===== src/rtl/hrm_io_pkg.sv =====
// Shared definitions for the HRM I/O controller: default byte width and FSM encodings.
package hrm_io_pkg;

    localparam int DW_DEFAULT = 8;

    typedef enum logic {
        IN_IDLE = 1'b0,
        IN_WR   = 1'b1
    } in_state_t;

    typedef enum logic [1:0] {
        O_IDLE = 2'd0,
        O_HOLD = 2'd1,
        O_GAP  = 2'd2
    } out_state_t;

endpackage


===== src/rtl/rr_arb2.sv =====
// Two-way round-robin arbiter; bit 0 is requester A, bit 1 is requester B.
module rr_arb2 (
    input  logic       clk,
    input  logic       i_rst,
    input  logic [1:0] req,
    input  logic       advance,
    output logic [1:0] grant
);

    logic r_last_b;

    always_comb begin
        grant = req;
        if (req == 2'b11) begin
            grant = r_last_b ? 2'b01 : 2'b10;
        end
    end

    // Out of reset B counts as last winner, so A takes the first contested grant.
    always_ff @(posedge clk or negedge i_rst) begin
        if (!i_rst) begin
            r_last_b <= 1'b1;
        end else if (advance && (grant != 2'b00)) begin
            r_last_b <= grant[1];
        end
    end

endmodule


===== src/rtl/hrm_io_ctrl.sv =====
// CPU mailbox glue: arbitrated INBOX writer, single-byte OUTBOX drainer and single-step pulse logic.
module hrm_io_ctrl
    import hrm_io_pkg::*;
#(
    parameter int DW = DW_DEFAULT
) (
    input  logic          clk,
    input  logic          i_rst,
    input  logic          a_valid,
    input  logic [DW-1:0] a_data,
    output logic          a_ready,
    input  logic          b_valid,
    input  logic [DW-1:0] b_data,
    output logic          b_ready,
    output logic [DW-1:0] cpu_in_data,
    output logic          cpu_in_wr,
    input  logic          cpu_in_full,
    input  logic [DW-1:0] cpu_out_data,
    input  logic          cpu_out_empty,
    output logic          cpu_out_rd,
    output logic          o_valid,
    output logic [DW-1:0] o_data,
    input  logic          o_ready,
    input  logic          step_mode,
    input  logic          step_req,
    output logic          cpu_debug,
    output logic          cpu_nxtInstr
);

    in_state_t     r_in_state;
    logic          r_run;
    logic          r_in_wr;
    logic [DW-1:0] r_in_data;
    logic          w_in_open;
    logic [1:0]    w_req;
    logic [1:0]    w_grant;

    out_state_t    r_o_state;
    logic          r_o_valid;
    logic [DW-1:0] r_o_data;
    logic          r_out_rd;

    logic          r_debug;
    logic          r_req_d1;
    logic          r_req_d2;
    logic          r_nxt;
    logic          w_step_edge;

    // r_run keeps readies low while in reset and for the first cycle after release.
    assign w_in_open = r_run && (r_in_state == IN_IDLE) && !cpu_in_full;
    assign w_req     = {b_valid, a_valid} & {2{w_in_open}};

    rr_arb2 u_arb (
        .clk     (clk),
        .i_rst   (i_rst),
        .req     (w_req),
        .advance (w_in_open),
        .grant   (w_grant)
    );

    assign a_ready     = w_grant[0];
    assign b_ready     = w_grant[1];
    assign cpu_in_wr   = r_in_wr;
    assign cpu_in_data = r_in_data;

    always_ff @(posedge clk or negedge i_rst) begin
        if (!i_rst) begin
            r_run      <= 1'b0;
            r_in_state <= IN_IDLE;
            r_in_wr    <= 1'b0;
            r_in_data  <= '0;
        end else begin
            r_run   <= 1'b1;
            r_in_wr <= 1'b0;
            case (r_in_state)
                IN_IDLE: begin
                    if (w_grant != 2'b00) begin
                        r_in_data  <= w_grant[0] ? a_data : b_data;
                        r_in_wr    <= 1'b1;
                        r_in_state <= IN_WR;
                    end
                end
                default: r_in_state <= IN_IDLE;
            endcase
        end
    end

    assign o_valid    = r_o_valid;
    assign o_data     = r_o_data;
    assign cpu_out_rd = r_out_rd;

    // The pop strobe accompanies only the first HOLD cycle; GAP keeps empty from being re-sampled right after a pop.
    always_ff @(posedge clk or negedge i_rst) begin
        if (!i_rst) begin
            r_o_state <= O_IDLE;
            r_o_valid <= 1'b0;
            r_o_data  <= '0;
            r_out_rd  <= 1'b0;
        end else begin
            r_out_rd <= 1'b0;
            case (r_o_state)
                O_IDLE: begin
                    if (!cpu_out_empty) begin
                        r_o_data  <= cpu_out_data;
                        r_o_valid <= 1'b1;
                        r_out_rd  <= 1'b1;
                        r_o_state <= O_HOLD;
                    end
                end
                O_HOLD: begin
                    if (r_o_valid && o_ready) begin
                        r_o_valid <= 1'b0;
                        r_o_state <= O_GAP;
                    end
                end
                O_GAP:   r_o_state <= O_IDLE;
                default: r_o_state <= O_IDLE;
            endcase
        end
    end

    assign w_step_edge  = r_req_d1 && !r_req_d2;
    assign cpu_debug    = r_debug;
    assign cpu_nxtInstr = r_nxt;

    always_ff @(posedge clk or negedge i_rst) begin
        if (!i_rst) begin
            r_debug  <= 1'b0;
            r_req_d1 <= 1'b0;
            r_req_d2 <= 1'b0;
            r_nxt    <= 1'b0;
        end else begin
            r_debug  <= step_mode;
            r_req_d1 <= step_req;
            r_req_d2 <= r_req_d1;
            r_nxt    <= w_step_edge && step_mode;
        end
    end

endmodule


===== config.mk =====
export PLATFORM = sky130hd
export DESIGN_NAME = hrm_io_ctrl
export DESIGN_NICKNAME = d
export VERILOG_FILES = /design/src/rtl/hrm_io_pkg.sv /design/src/rtl/rr_arb2.sv /design/src/rtl/hrm_io_ctrl.sv
export SDC_FILE = /design/constraint.sdc
export NUM_CORES = 1
export LEC_CHECK = 0
export CORE_MARGIN = 1
export CORE_UTILIZATION = 42
export DETAILED_ROUTE_END_ITERATION = 6
export PLACE_DENSITY = 0.87
export SYNTH_ARGS = -nofsm -noshare
export SYNTH_HDL_FRONTEND = slang
export SYNTH_SLANG_ARGS = --single-unit

===== constraint.sdc =====
create_clock -name clk -period 3.8 [get_ports clk]
set_input_delay 1.14 -clock clk [delete_from_list [all_inputs] [get_ports clk]]
set_output_delay 1.14 -clock clk [all_outputs]
set_load 0.005 [all_outputs]

# Word-level counts from Yosys, hierarchy flattened
# Index checks and enable logic that the tools add are counted.
# word_totals
word_cells,47
output_inout_bits,23
ff_bits,27
# classes
reduce_logical,15
bitwise_logic,3
n_mux,13
n_eq_ne,4
# op_table
op,n
two-way mux 2 bit,4
two-way mux 8 bit,1
logical AND 1 bit,6
two-way mux 1 bit,6
AND reduction 2 bit,3
"!= test 2 bit, second input constant",2
one-hot mux 2 bit (2 select lines),1
nonzero test 2 bit,2
AND reduction 3 bit,1
bitwise AND 2 bit,1
"equality test 2 x 1 -> 1 bit, second input constant",1
"equality test 2 bit, second input constant",1
logical NOT 1 bit,2
logical NOT 2 bit,1
inverter 1 bit,2
one-hot mux 1 bit (2 select lines),1

# Depth between registers and ports, before layout
# Gate-level depths: netlist of run 1.
# logic_depth
ltp_word,9
depth_mapped,5
ltp_nobuf,3

# Modules after synthesis
# Synthesis of run 1 repeated with hierarchy kept, for this count alone.
# unflattened
cells_unflattened,90
hier_area_um2,1092.3
# by_module_without_submodules
mod,cells_each,instances,area_per_inst_um2
hrm_io_ctrl,84,1,1036.0
rr_arb2,6,1,56.3

# Least setup slack after synthesis of run 1
# OpenSTA, ideal clock, no wires.
# synth_path
path_kind,input-to-output
startpoint,input port cpu_in_full
endpoint,output port b_ready
path_slack_ps,787
t_arrival_ps,1873
stages,5
t_required_ps,2660
path_cell_list,nor3b_1 buf_2 buf_4 nand2_1 a21oi_1
# synth_between
elab_chain_len,5
# synth_rtl
item,line,source
start: declaration,hrm_io_ctrl.sv:17,"input logic cpu_in_full,"
logical NOT 1 bit *,hrm_io_ctrl.sv:50,assign w_in_open = r_run && (r_in_state == IN_IDLE) && !cpu_in_full;
logical AND 1 bit *,hrm_io_ctrl.sv:50,
bitwise AND 2 bit *,hrm_io_ctrl.sv:51,"assign w_req = {b_valid, a_valid} & {2{w_in_open}};"
equality test 2 bit,rr_arb2.sv:14,if (req == 2'b11) begin
two-way mux 2 bit *,rr_arb2.sv:14,
end: declaration,hrm_io_ctrl.sv:14,"output logic b_ready,"
# Mark *: on every way between the ends. The rest lies on a longest branch, timed or not.

# Final worst setup path of run 1
# layout_path
startpoint,input port cpu_in_full
endpoint,output port a_ready
# layout_between
elab_chain_len,5
# layout_rtl
item,line,source
logical NOT 1 bit *,hrm_io_ctrl.sv:50,
logical AND 1 bit *,hrm_io_ctrl.sv:50,
bitwise AND 2 bit *,hrm_io_ctrl.sv:51,
equality test 2 bit,rr_arb2.sv:14,
two-way mux 2 bit *,rr_arb2.sv:14,
end: declaration,hrm_io_ctrl.sv:11,"output logic a_ready,"
# Marks and branches as above.

==> results of run 1 <==
==> power by group through the flow <==
stage               clock (W)  sequential [W]  combinational [W]
finish               0.000115        0.000421           0.000333
global route         0.000130        0.000434           0.000366
CTS                  0.000121        0.000422           0.000338
detailed placement          0        0.000428           0.000338
global placement            0        0.000423           0.000327
floorplan                   0        0.000431           0.000124
==> synthesized netlist by cell type <==
cell | number | share of area
and2_1 | 1 | 0.0054
clkinv_1 | 1 | 0.0033
nor3b_1 | 2 | 0.013
nor2b_1 | 1 | 0.0054
buf_2 | 2 | 0.0087
buf_6 | 2 | 0.020
o31ai_1 | 8 | 0.052
buf_4 | 1 | 0.0065
a21oi_1 | 11 | 0.048
inv_1 | 1 | 0.0033
nand2_1 | 3 | 0.0098
conb_1 | 1 | 0.0033
nand2b_1 | 1 | 0.0054
mux2_2 | 8 | 0.078
dfrtp_1 | 26 | 0.57
or2_1 | 1 | 0.0054
nor3_4 | 1 | 0.014
dfstp_2 | 1 | 0.023
o21bai_1 | 1 | 0.0065
buf_1 | 1 | 0.0033
a31oi_1 | 9 | 0.049
clkbuf_1 | 2 | 0.0065
nor3_1 | 1 | 0.0043
nand4_1 | 8 | 0.043
or3b_1 | 1 | 0.0076
nor2_1 | 3 | 0.0098
==> through the flow <==
step | instance area, um^2 | total power [W] | util | hold slack [ns]
after global routing | 1779 | 0.0009291 | 0.7054 | 0.4046
after detailed placement | 1745 | 0.0007661 | 0.6920 | 0.3639
after CTS | 1770 | 0.0008805 | 0.7019 | 0.3963
final | 1779 | 0.0008687 | 0.7054 | 0.3952
after floorplan | 1151 | 0.0005546 | - | 0.3535
after global placement | 1745 | 0.0007495 | 0.6920 | 0.3590
==> kinds of logic (layout without fill, tap and decap cells) <==
family,after synthesis,in the layout
AO/OA/AOI/OAI,29,29
flip-flops,27,27
AND/OR/NAND/NOR,23,23
buffers and inverters,10,68
multiplexers,8,8
other,1,1
==> cell type report <==
cell class | instances | area, um^2 | share of cell area
clock buffer | 4 | 26.28 | 0.01477
inverter | 2 | 7.507 | 0.004219
multi-input combinational | 61 | 426.7 | 0.2398
sequential | 27 | 676.9 | 0.3804
tap | 30 | 37.54 | 0.02110
timing repair buffer | 62 | 604.3 | 0.3397
==> final timing paths <==
kind                                           from                         end  slack, ns  depth (start not counted)
worst min register to register   r_req_d1$_DFF_PN0_          r_req_d2$_DFF_PN0_       0.40                          0
worst min-delay path             r_req_d1$_DFF_PN0_          r_req_d2$_DFF_PN0_       0.40                          0
max in group asynchronous                     i_rst  u_arb.r_last_b$_DFFE_PN1P_       2.30                          2
worst max register to register  cpu_in_wr$_DFF_PN0_  cpu_in_data[1]$_DFFE_PN0P_       2.27                          4
min in group asynchronous                     i_rst         cpu_debug$_DFF_PN0_       1.20                          2
worst max-delay path                    cpu_in_full                     a_ready       0.29                          4
==> per-layer routing <==
metal / up-vias / GRT usage
met5: - / 0
li1: 481 / -
met1: 470 / 0.1968
met2: 58 / 0.3679
met4: 0 / 0.07265
met3: 4 / 0.06389
==> worst max-delay path: stages <==
cell and delay, ns:
clkdlybuf4s50_1 0.42, or3b_1 0.38, nor3_1 0.17, dlygate4sd2_1 0.25
==> run metrics, run 1 <==
vias post-DR=approximately 1000; synthesized net count=131; Inserted Diodes=0; met2 wire length=roughly 1300 um; CP required=around 2.7 ns; Worst setup EP type=output port; Leak=around 0.73 nW; Synth Area in Simple Gates=0.1239; first-pass GRT wire length=between 4000 and 5000 um; Pwr Density=between 400 and 500 nW/um^2; GRT Overall Usage=0.1955; Post-Syn Instances=slightly below 100; Switching Fraction=0.2684; WL met3=~290 um; placed insts=around 180; root buf cell=clkbuf_4; adder-cell area share of the yosys netlist=0; initial antenna violation count=0; commonest non-fill, non-tap cell in the layout=clkdlybuf4s50_1; CTS tree=done; post-CTS setup buffers=0; Mapped Avg Cell Area=about 12 um^2; CP arrival=around 2.4 ns; Setup-failing EPs final=0; Die Span Y=54.35 um; drt initial violations=11; post-synthesis mux area share=0.07826; routability congestion estimate=0.8297; wirelength, routed=~2600 um; Row Count=18; clock power share=0.132; Clock Skew=roughly 0.0096 ns; Fin Setup TNS=0 ns; Distinct cells, synth=26; layout cells sized above 1=0.1346; Mapped Area=1151 um^2; M1 WL=around 920 um; HPWL after DPL=2090 um; #FFs+latches synth=27; uppermost layer routed=met4; final antenna-violating net count=0; DRT Pass-1 Iters=4; core area=between 2000 and 3000 um^2; Final Non-Filler Cells=186; Yosys warning count=0; Max-cap violations=0; Internal=between 0.0006 and 0.0007 W; Min Clock Period, post-route=around 3.5 ns; Starting Density=0.4563; WS Path Type=in -> out; number of global-route vias before repair=between 900 and 1000; status=finished, final reports clean; Worst setup SP type=input pin; pre-CTS setup slack=about 0.013 ns; Combinational Power Share=0.383; Tcrit/Tclk final=0.9225; vias per cell=~5.4; Clock Pin Slew Worst Setup and Hold Paths=about 0.13 ns; sequential share of the synthesized area=0.5880; Inserted Clock Buffers=3; fill count=192; CTS H-tree lvls=1; Compound-Gate Fraction of Synth Area=0.1554; area grow syn2layout=54.57%; Max Clk Rate=285.3 MHz; number of port buffers=between 50 and 60; RSZ-0062 raised after global routing=no; Slew Limit Fails=0; Post-Synth XOR/XNOR Area=0; Final WS setup=just under 0.3 ns; CTS hold repair buffers=0; Worst Path Max Fanout=2; Die Area=between 2000 and 3000 um^2; final hold vios=0; Net Switching=about 0.00023 W; DIE WIDTH=~54 um; peak supply drop=0.3314 mV; fin nets=190; Max Root-Sink Buffers=2; Sequential Power Share=0.485; number of remaining DRC errors=0; most frequent cells in the layout=53 x clkdlybuf4s50_1, 26 x dfrtp_1, 11 x a21oi_1; largest net degree at the start of global routing=28; Resized Gates After CTS=1; Worst-Skew Late Latency=just over 0.3 ns; CTS sink count=27; Remaining Overflow, GRT=0; largest family of logic cells by synthesized area=compound AO/OA/AOI/OAI gates; drt wl/cell=approximately 14 um; io pins=56; Worst Hold Class=reg -> reg
Note: power is estimated with default switching activity, not from simulation.
==> run 2: changes to the inputs <==
- CTS_CLUSTER_DIAMETER: default -> 50
==> results of run 2 <==
Same layout as run 1: the final DEF is identical, and so are final timing and power.
